File: config.mk
export PLATFORM = sky130hd
export DESIGN_NAME = btn_conditioner
export DESIGN_NICKNAME = d
export VERILOG_FILES = /design/src/rtl/blackjack_pkg.sv /design/src/rtl/btn_debounce_ch.sv /design/src/rtl/btn_conditioner.sv
export SDC_FILE = /design/constraint.sdc
export NUM_CORES = 1
export LEC_CHECK = 0
export BUFFER_PORTS_ARGS = -buffer_cell sky130_fd_sc_hd__buf_4
export CELL_PAD_IN_SITES_DETAIL_PLACEMENT = 1
export CELL_PAD_IN_SITES_GLOBAL_PLACEMENT = 1
export CORE_AREA = 2 2 158 160
export DETAILED_ROUTE_END_ITERATION = 16
export DIE_AREA = 0 0 160 162
export PLACE_DENSITY = 0.9
export SYNTH_ARGS = -nofsm -noshare
export SYNTH_HDL_FRONTEND = slang
export SYNTH_HIERARCHICAL = 1
export SYNTH_SLANG_ARGS = --single-unit
export TNS_END_PERCENT = 30
File: constraint.sdc
create_clock -name clk -period 4.1 [get_ports clk]
set_input_delay 0.615 -clock clk [delete_from_list [all_inputs] [get_ports clk]]
set_output_delay 0.615 -clock clk [all_outputs]
set_load 0.02 [all_outputs]
File: src/rtl/blackjack_pkg.sv
// Shared constants for the blackjack board: button channel indices and count.
package blackjack_pkg;

  localparam int unsigned BTN_RESET       = 0;
  localparam int unsigned BTN_NEXT        = 1;
  localparam int unsigned BTN_HIT         = 2;
  localparam int unsigned BTN_STAND       = 3;
  localparam int unsigned BTN_DOUBLE      = 4;
  localparam int unsigned NUM_BTN_DEFAULT = 5;

endpackage

File: src/rtl/btn_debounce_ch.sv
// One button channel: 2-FF sync, arming guard, counter debounce, registered
// press/release strobes and long-press level.
module btn_debounce_ch #(
  parameter int unsigned DB_CYCLES   = 1000000,
  parameter int unsigned HOLD_CYCLES = 100000000
) (
  input  logic clk,
  input  logic reset,
  input  logic raw,
  output logic level,
  output logic press,
  output logic rel,
  output logic held,
  output logic armed
);

  localparam int unsigned DB_W   = $clog2(DB_CYCLES);
  localparam int unsigned HOLD_W = $clog2(HOLD_CYCLES);
  localparam logic [DB_W-1:0]   DB_LAST   = DB_W'(DB_CYCLES - 1);
  localparam logic [HOLD_W-1:0] HOLD_LAST = HOLD_W'(HOLD_CYCLES - 1);

  logic              sync1, sync2;
  logic              stable, stable_d, stable_nxt;
  logic              press_r, rel_r, held_r, armed_r;
  logic [DB_W-1:0]   db_cnt;
  logic [HOLD_W-1:0] hold_cnt;

  // Accepted level for the next cycle; held must drop on this same edge.
  always_comb begin
    stable_nxt = stable;
    if (armed_r && (sync2 != stable) && (db_cnt == DB_LAST))
      stable_nxt = sync2;
  end

  always_ff @(posedge clk) begin
    if (reset) begin
      sync1    <= 1'b0;
      sync2    <= 1'b0;
      armed_r  <= 1'b0;
      db_cnt   <= '0;
      stable   <= 1'b0;
      stable_d <= 1'b0;
      press_r  <= 1'b0;
      rel_r    <= 1'b0;
      hold_cnt <= '0;
      held_r   <= 1'b0;
    end else begin
      sync1 <= raw;
      sync2 <= sync1;

      // Unarmed: wait for DB_CYCLES released samples so a button held
      // through reset never produces a spurious press.
      if (!armed_r) begin
        if (sync2)
          db_cnt <= '0;
        else if (db_cnt == DB_LAST) begin
          armed_r <= 1'b1;
          db_cnt  <= '0;
        end else
          db_cnt <= db_cnt + DB_W'(1);
      end else if (sync2 != stable)
        db_cnt <= (db_cnt == DB_LAST) ? '0 : db_cnt + DB_W'(1);
      else
        db_cnt <= '0;

      stable   <= stable_nxt;
      stable_d <= stable;
      press_r  <= stable & ~stable_d;
      rel_r    <= ~stable & stable_d;

      if (!stable)
        hold_cnt <= '0;
      else if (hold_cnt != HOLD_LAST)
        hold_cnt <= hold_cnt + HOLD_W'(1);

      held_r <= stable_nxt & (held_r | (stable & (hold_cnt == HOLD_LAST)));
    end
  end

  assign level = stable  & armed_r;
  assign press = press_r & armed_r;
  assign rel   = rel_r   & armed_r;
  assign held  = held_r  & armed_r;
  assign armed = armed_r;

endmodule

File: src/rtl/btn_conditioner.sv
// Conditions the board push-buttons: one independent debounce channel per pin.
module btn_conditioner
  import blackjack_pkg::*;
#(
  parameter int unsigned NUM_BTN     = NUM_BTN_DEFAULT,
  parameter int unsigned DB_CYCLES   = 1000000,
  parameter int unsigned HOLD_CYCLES = 100000000
) (
  input  logic               clk,
  input  logic               reset,
  input  logic [NUM_BTN-1:0] btn_raw,
  output logic [NUM_BTN-1:0] btn_level,
  output logic [NUM_BTN-1:0] btn_press,
  output logic [NUM_BTN-1:0] btn_release,
  output logic [NUM_BTN-1:0] btn_held,
  output logic [NUM_BTN-1:0] btn_armed
);

  for (genvar i = 0; i < NUM_BTN; i++) begin : g_ch
    btn_debounce_ch #(
      .DB_CYCLES  (DB_CYCLES),
      .HOLD_CYCLES(HOLD_CYCLES)
    ) u_ch (
      .clk  (clk),
      .reset(reset),
      .raw  (btn_raw[i]),
      .level(btn_level[i]),
      .press(btn_press[i]),
      .rel  (btn_release[i]),
      .held (btn_held[i]),
      .armed(btn_armed[i])
    );
  end

endmodule

# Word level (Yosys, flattened, before mapping)

Index checks and enable logic that the tools add are counted.

Bits in registers: 275
Input port bits: 7
Output and inout bits: 25
Word-level logic and storage cells: 190

Add/subtract/negate cells: 10
Eq/ne operators: 20
Mux-type cells: 40
Bitwise operators: 55
Reduce and logical (&&, ||, !) cells: 15

Operators with widths:

| kind                                           | count |
|---|---|
| two-way mux 20 bit                             | 20 |
| adder 27 x 1 -> 27 bit (second input constant) | 5 |
| equality test 27 bit (second input constant)   | 5 |
| != test 27 bit (second input constant)         | 5 |
| adder 20 x 1 -> 20 bit (second input constant) | 5 |
| equality test 20 bit (second input constant)   | 5 |
| bitwise AND 1 bit                              | 40 |
| two-way mux 1 bit                              | 20 |
| logical AND 1 bit                              | 10 |
| inverter 1 bit                                 | 10 |
| OR reduction 2 bit                             | 5 |
| != test 1 bit                                  | 5 |
| bitwise OR 1 bit                               | 5 |

# Longest topological paths before layout

Depth after elaboration: 5
Gate-level depth with buffers: 7
Mapped depth without buffers: 6

# By module

The synthesis kept the hierarchy.

By module, submodules not included:

| module                              | instances | cells each | area each (um^2) | seq. area each (um^2) |
|---|---|---|---|---|
| btn_debounce_ch at g_ch[0].u_ch ... | 4         | 279        | 2,466.1          | 1,101.1 |
| btn_debounce_ch at g_ch[4].u_ch     | 1         | 277        | 2,476.1          | 1,101.1 |

# Worst setup path before layout

No wires, ideal clock.

Path type: register -> register
Start: register g_ch[0].u_ch.hold_cnt[0]
End: register g_ch[0].u_ch.hold_cnt[1]
Setup time: 128 ps
Arrival: 1,700 ps
Required time: 3,972 ps
Setup slack: 2,273 ps
Cell stages (with the launch flop): 7
Buffers on the path: 0
Period minus slack after synthesis: 1,827 ps
Path through: dfxtp_1 ha_1 nor4b_2 nand2_1 nor4_4 mux2i_1 nor2_1

Word-level cells in the longest chain between the ends: 1
Elaborated cells between the ends (all ways): 2
Classes of those cells: 1 x add/sub; 1 x eq/ne

RTL lines:

| item                                                     | line                                         | source |
|---|---|---|
| start: declaration                                       | btn_debounce_ch.sv:26                        | `logic [HOLD_W-1:0] hold_cnt;` |
| start signal: assignment                                 | btn_debounce_ch.sv:74                        | `hold_cnt <= hold_cnt + HOLD_W'(1);` |
| adder 27 x 1 -> 27 bit or != test 27 bit (tied branches) | btn_debounce_ch.sv:74, btn_debounce_ch.sv:73 |  |

Several ways; a longest one is shown, not always the timed one.
A chain may end at the register's enable or synchronous reset.

# Final worst setup path

Start: register g_ch[3].u_ch.hold_cnt[0]
End: register g_ch[3].u_ch.hold_cnt[5]

Word-level cells in the longest chain between the ends: 1
Elaborated cells between the ends (all ways): 2
Classes of those cells: 1 x add/sub; 1 x eq/ne

RTL lines:

| item                                                     | line |
|---|---|
| start: declaration                                       | btn_debounce_ch.sv:26 |
| start signal: assignment                                 | btn_debounce_ch.sv:74 |
| adder 27 x 1 -> 27 bit or != test 27 bit (tied branches) | btn_debounce_ch.sv:74, btn_debounce_ch.sv:73 |

Several ways; a longest one is shown, not always the timed one.

==> impl_results.md <==
- Slowest CP cell: nor4_4
- Die Y: around 160 um
- Overall routing resource usage: 22.3%
- Hold buffers post-CTS: 0
- # diodes: 0
- Clk sinks: 275
- Synth cell types: 52
- P&R area growth vs syn: 12.0%
- Post-DR wirelength/cell: 16.3 um
- Fin Setup TNS: 0 ns
- CTS max path bufs: 3
- Port Buffer Count: 31
- Worst Path Arrival: 2.77 ns
- Clk slew on worst S/H paths: 0.06 ns
- Drt total wl: 28800 um
- Share of cells above drive strength 1: 7.76%
- Final GP Congestion: 0.786
- Startpoint types: register
- Post-synth ARST share: 0%
- Initial antenna violation count: 0
- Initial DRC Count: 495
- Top_reg_cell synth: dfxtp_1
- Compound-Gate Fraction of Synth Area: 4.67%
- Pwr dens: 393 nW/um2
- Vias per cell: 5.66
- WP data required: 4.55 ns
- FILL cells: ~2.8k
- # rows: 57
- Die area: 25900 um2
- DRT Pass-1 Iters: 4
- Worst VDD drop: about 330 uV
- Worst-Margin Slew: between 1 and 1.5 ns
- Worst-path cell chain: ha_1 > nor4b_2 > nand2_1 > nor4_4 > o21ai_0 > a21oi_1
- Worst rel slew slack: 30.1%
- Commonest non-fill, non-tap cell in the layout: dfxtp_1
- Yosys reg bits: 275
- Clock Latency Late Sink: 0.55 ns
- Post-route clock period utilization: 56.7%
- Post-synthesis adder-cell area fraction: 1.01%
- Max Fclk: approximately 430 MHz
- Non-filler cells, final: approximately 1.8k
- Nets: around 1.4k
- # setup viols final: 0
- Vias in the first global route: 10.6k
- Yosys warnings: 6
- Synth Net Count: 1410
- Detail Placement HPWL: 18900 um
- RSZ-0062 raised after global routing: no
- Final hold viol count: 0
- R2r startpoint: g_ch[3].u_ch/hold_cnt[0]
- CP Capture Type: register
- Post-Syn Area: roughly 12000 um2
- Slowest stage delay, CP: 0.58 ns
- Io pins: 32
- First-pass GRT wire length: 49700 um
- Hold crit path type: primary input to register
- Antenna Nets Post-Route: 0
- Via count: roughly 10k
- Die width: 160 um
- Main combinational cell family by area after synthesis: simple AND/OR/NAND/NOR gates
- Critical Path Start: g_ch[3].u_ch/hold_cnt[0]
- Most frequent cells in the layout: dfxtp_1 (275), nor2_1 (244), nand2_1 (119), xor2_1 (119), nand3_1 (96)
- # DRC: 0
- Min-delay src: btn_raw[1]
- Post-synth EDFFs: 0
- Max cap viols: 0
- Placed Cells: 1716
- Post-synthesis xor/xnor area fraction: between 10% and 20%
- Area of the core: roughly 24000 um2
- CP Max Fanout: 10
- Outcome: finished, final reports clean
- Fraction of the mapped netlist area in simple logic gates: 34.5%
- # Post-CTS Setup Buffers: 0
- Root Buffer: clkbuf_16
- Kind of critical path: register to register
- Synthesized instance count: 1393
- Initial Utilization: 51.2%
- Htree depth: 1
- Register area share after synthesis: 44.6%
- Fin Clk Skew: 0.00986 ns
- Maximum number of pins on one net before global-route repair: 37
- Clock buffer count from CTS: 30
- CTS tree: done
- Avg Cell Area, Syn: just under 9 um2
- Total grt overflow: 0
- Tmin final: 2.32 ns
- Post-cts sizing count: 0
- Static Leak: 4.74 nW
- Max Slew Vio Count: 0
- Post-synthesis mux area share: less than 1%
[report_power, final]
part	internal, mW	total, mW	switching, mW
logic	0.0200	0.0611	0.0411
registers	2.69	2.70	0.0154
clock network	1.62	2.67	1.05
[final timing paths]
check                             endpoint  slack, ns  cells past startpoint
setup / recovery  g_ch[3].u_ch/hold_cnt[5]       1.78                      6
hold / removal          g_ch[1].u_ch/sync1       0.29                      2
setup reg to reg  g_ch[3].u_ch/hold_cnt[5]       1.78                      6
hold reg to reg       g_ch[1].u_ch/press_r       0.42                      1
[kinds of logic after synthesis]
| logic type | Yosys count |
|---|---|
| and+or+nand+nor | 781 |
| buffers and inverters | 57 |
| muxes | 10 |
| xor gates and xnor gates | 177 |
| DFF | 275 |
| adders and majority gates | 10 |
| AOI/OAI and AO/OA | 83 |
[per-layer routing]
| metal | GRT usage, % | up-vias | part of all wire (%) |
|---|---|---|---|
| li1 | - | 4941 | - |
| met1 | 27.2 | 4909 | 44 |
| met2 | 41.4 | 101 | 51 |
| met3 | 2.99 | 49 | 2.2 |
| met4 | 5.90 | 0 | 2.2 |
| met5 | 0 | - | 0 |
[through the flow]
step / util [%] / power, mW / setup WS [ns] / cell area [um2] / hold WS (ns)
floorplan: - / 2.80 / 2.27 / 12300 / 0.384
global placement: 53.3 / 2.82 / 1.61 / 12800 / 0.412
detailed placement: 53.3 / 2.82 / 1.51 / 12800 / 0.405
CTS: 57.3 / 5.49 / 1.75 / 13800 / 0.273
global route: 57.3 / 5.61 / 1.50 / 13800 / 0.290
finish: 57.3 / 5.43 / 1.78 / 13800 / 0.290
[registers in the layout, summed over array words and instances, names as in the netlist]
signal and cells:
g_ch.u_ch/hold_cnt 135, g_ch.u_ch/db_cnt 100, g_ch.u_ch/armed 5, g_ch.u_ch/held_r 5, g_ch.u_ch/press_r 5, g_ch.u_ch/rel_r 5
g_ch.u_ch/stable 5, g_ch.u_ch/stable_d 5, g_ch.u_ch/sync1 5, g_ch.u_ch/sync2 5
[cells in the mapped netlist (5+ instances only)]
library cell    n  area, um2
nor4b_1         9       78.8
nor3_1         28        140
o21ai_0        12       60.1
nand2b_1       10       62.6
xor2_1        119       1040
dfxtp_1       275       5510
nand4_1        72        450
nor4_4          8        170
and2_1         29        181
inv_1          24       90.1
o21ai_1         6       30.0
a21oi_1        37        185
clkbuf_1       24       90.1
nor2_1        244        916
o211ai_1       16        120
mux2i_1        10        100
nand2_1       119        447
or3_1          19        119
ha_1           10        125
xnor2_1        58        508
and3_1         23        144
nor4_1         20        125
or4_1          25        188
nor4_2          7       87.6
nor2b_1        15       93.8
and4_1         24        210
nand3_1        96        480
nor3b_1         5       37.5
[area by class of cell]
class / count / area (um2) / area share, %
inverters: 25 / 93.8 / 0.679
repair buffers: 31 / 233 / 1.68
well taps: 324 / 405 / 2.93
multi-input cells: 1061 / 6600 / 47.8
clock buffers: 48 / 910 / 6.58
flip-flops and latches: 275 / 5510 / 39.8
clock inverters: 3 / 65.1 / 0.471
[critical path: cells and delay by family (launching register included)]
kind            cells  cell delay [ns]
simple gates        3             1.00
compound gates      2             0.44
fa+ha+maj           1             0.37
flops               1             0.39
No activity file was read; power rests on OpenSTA's default activity.
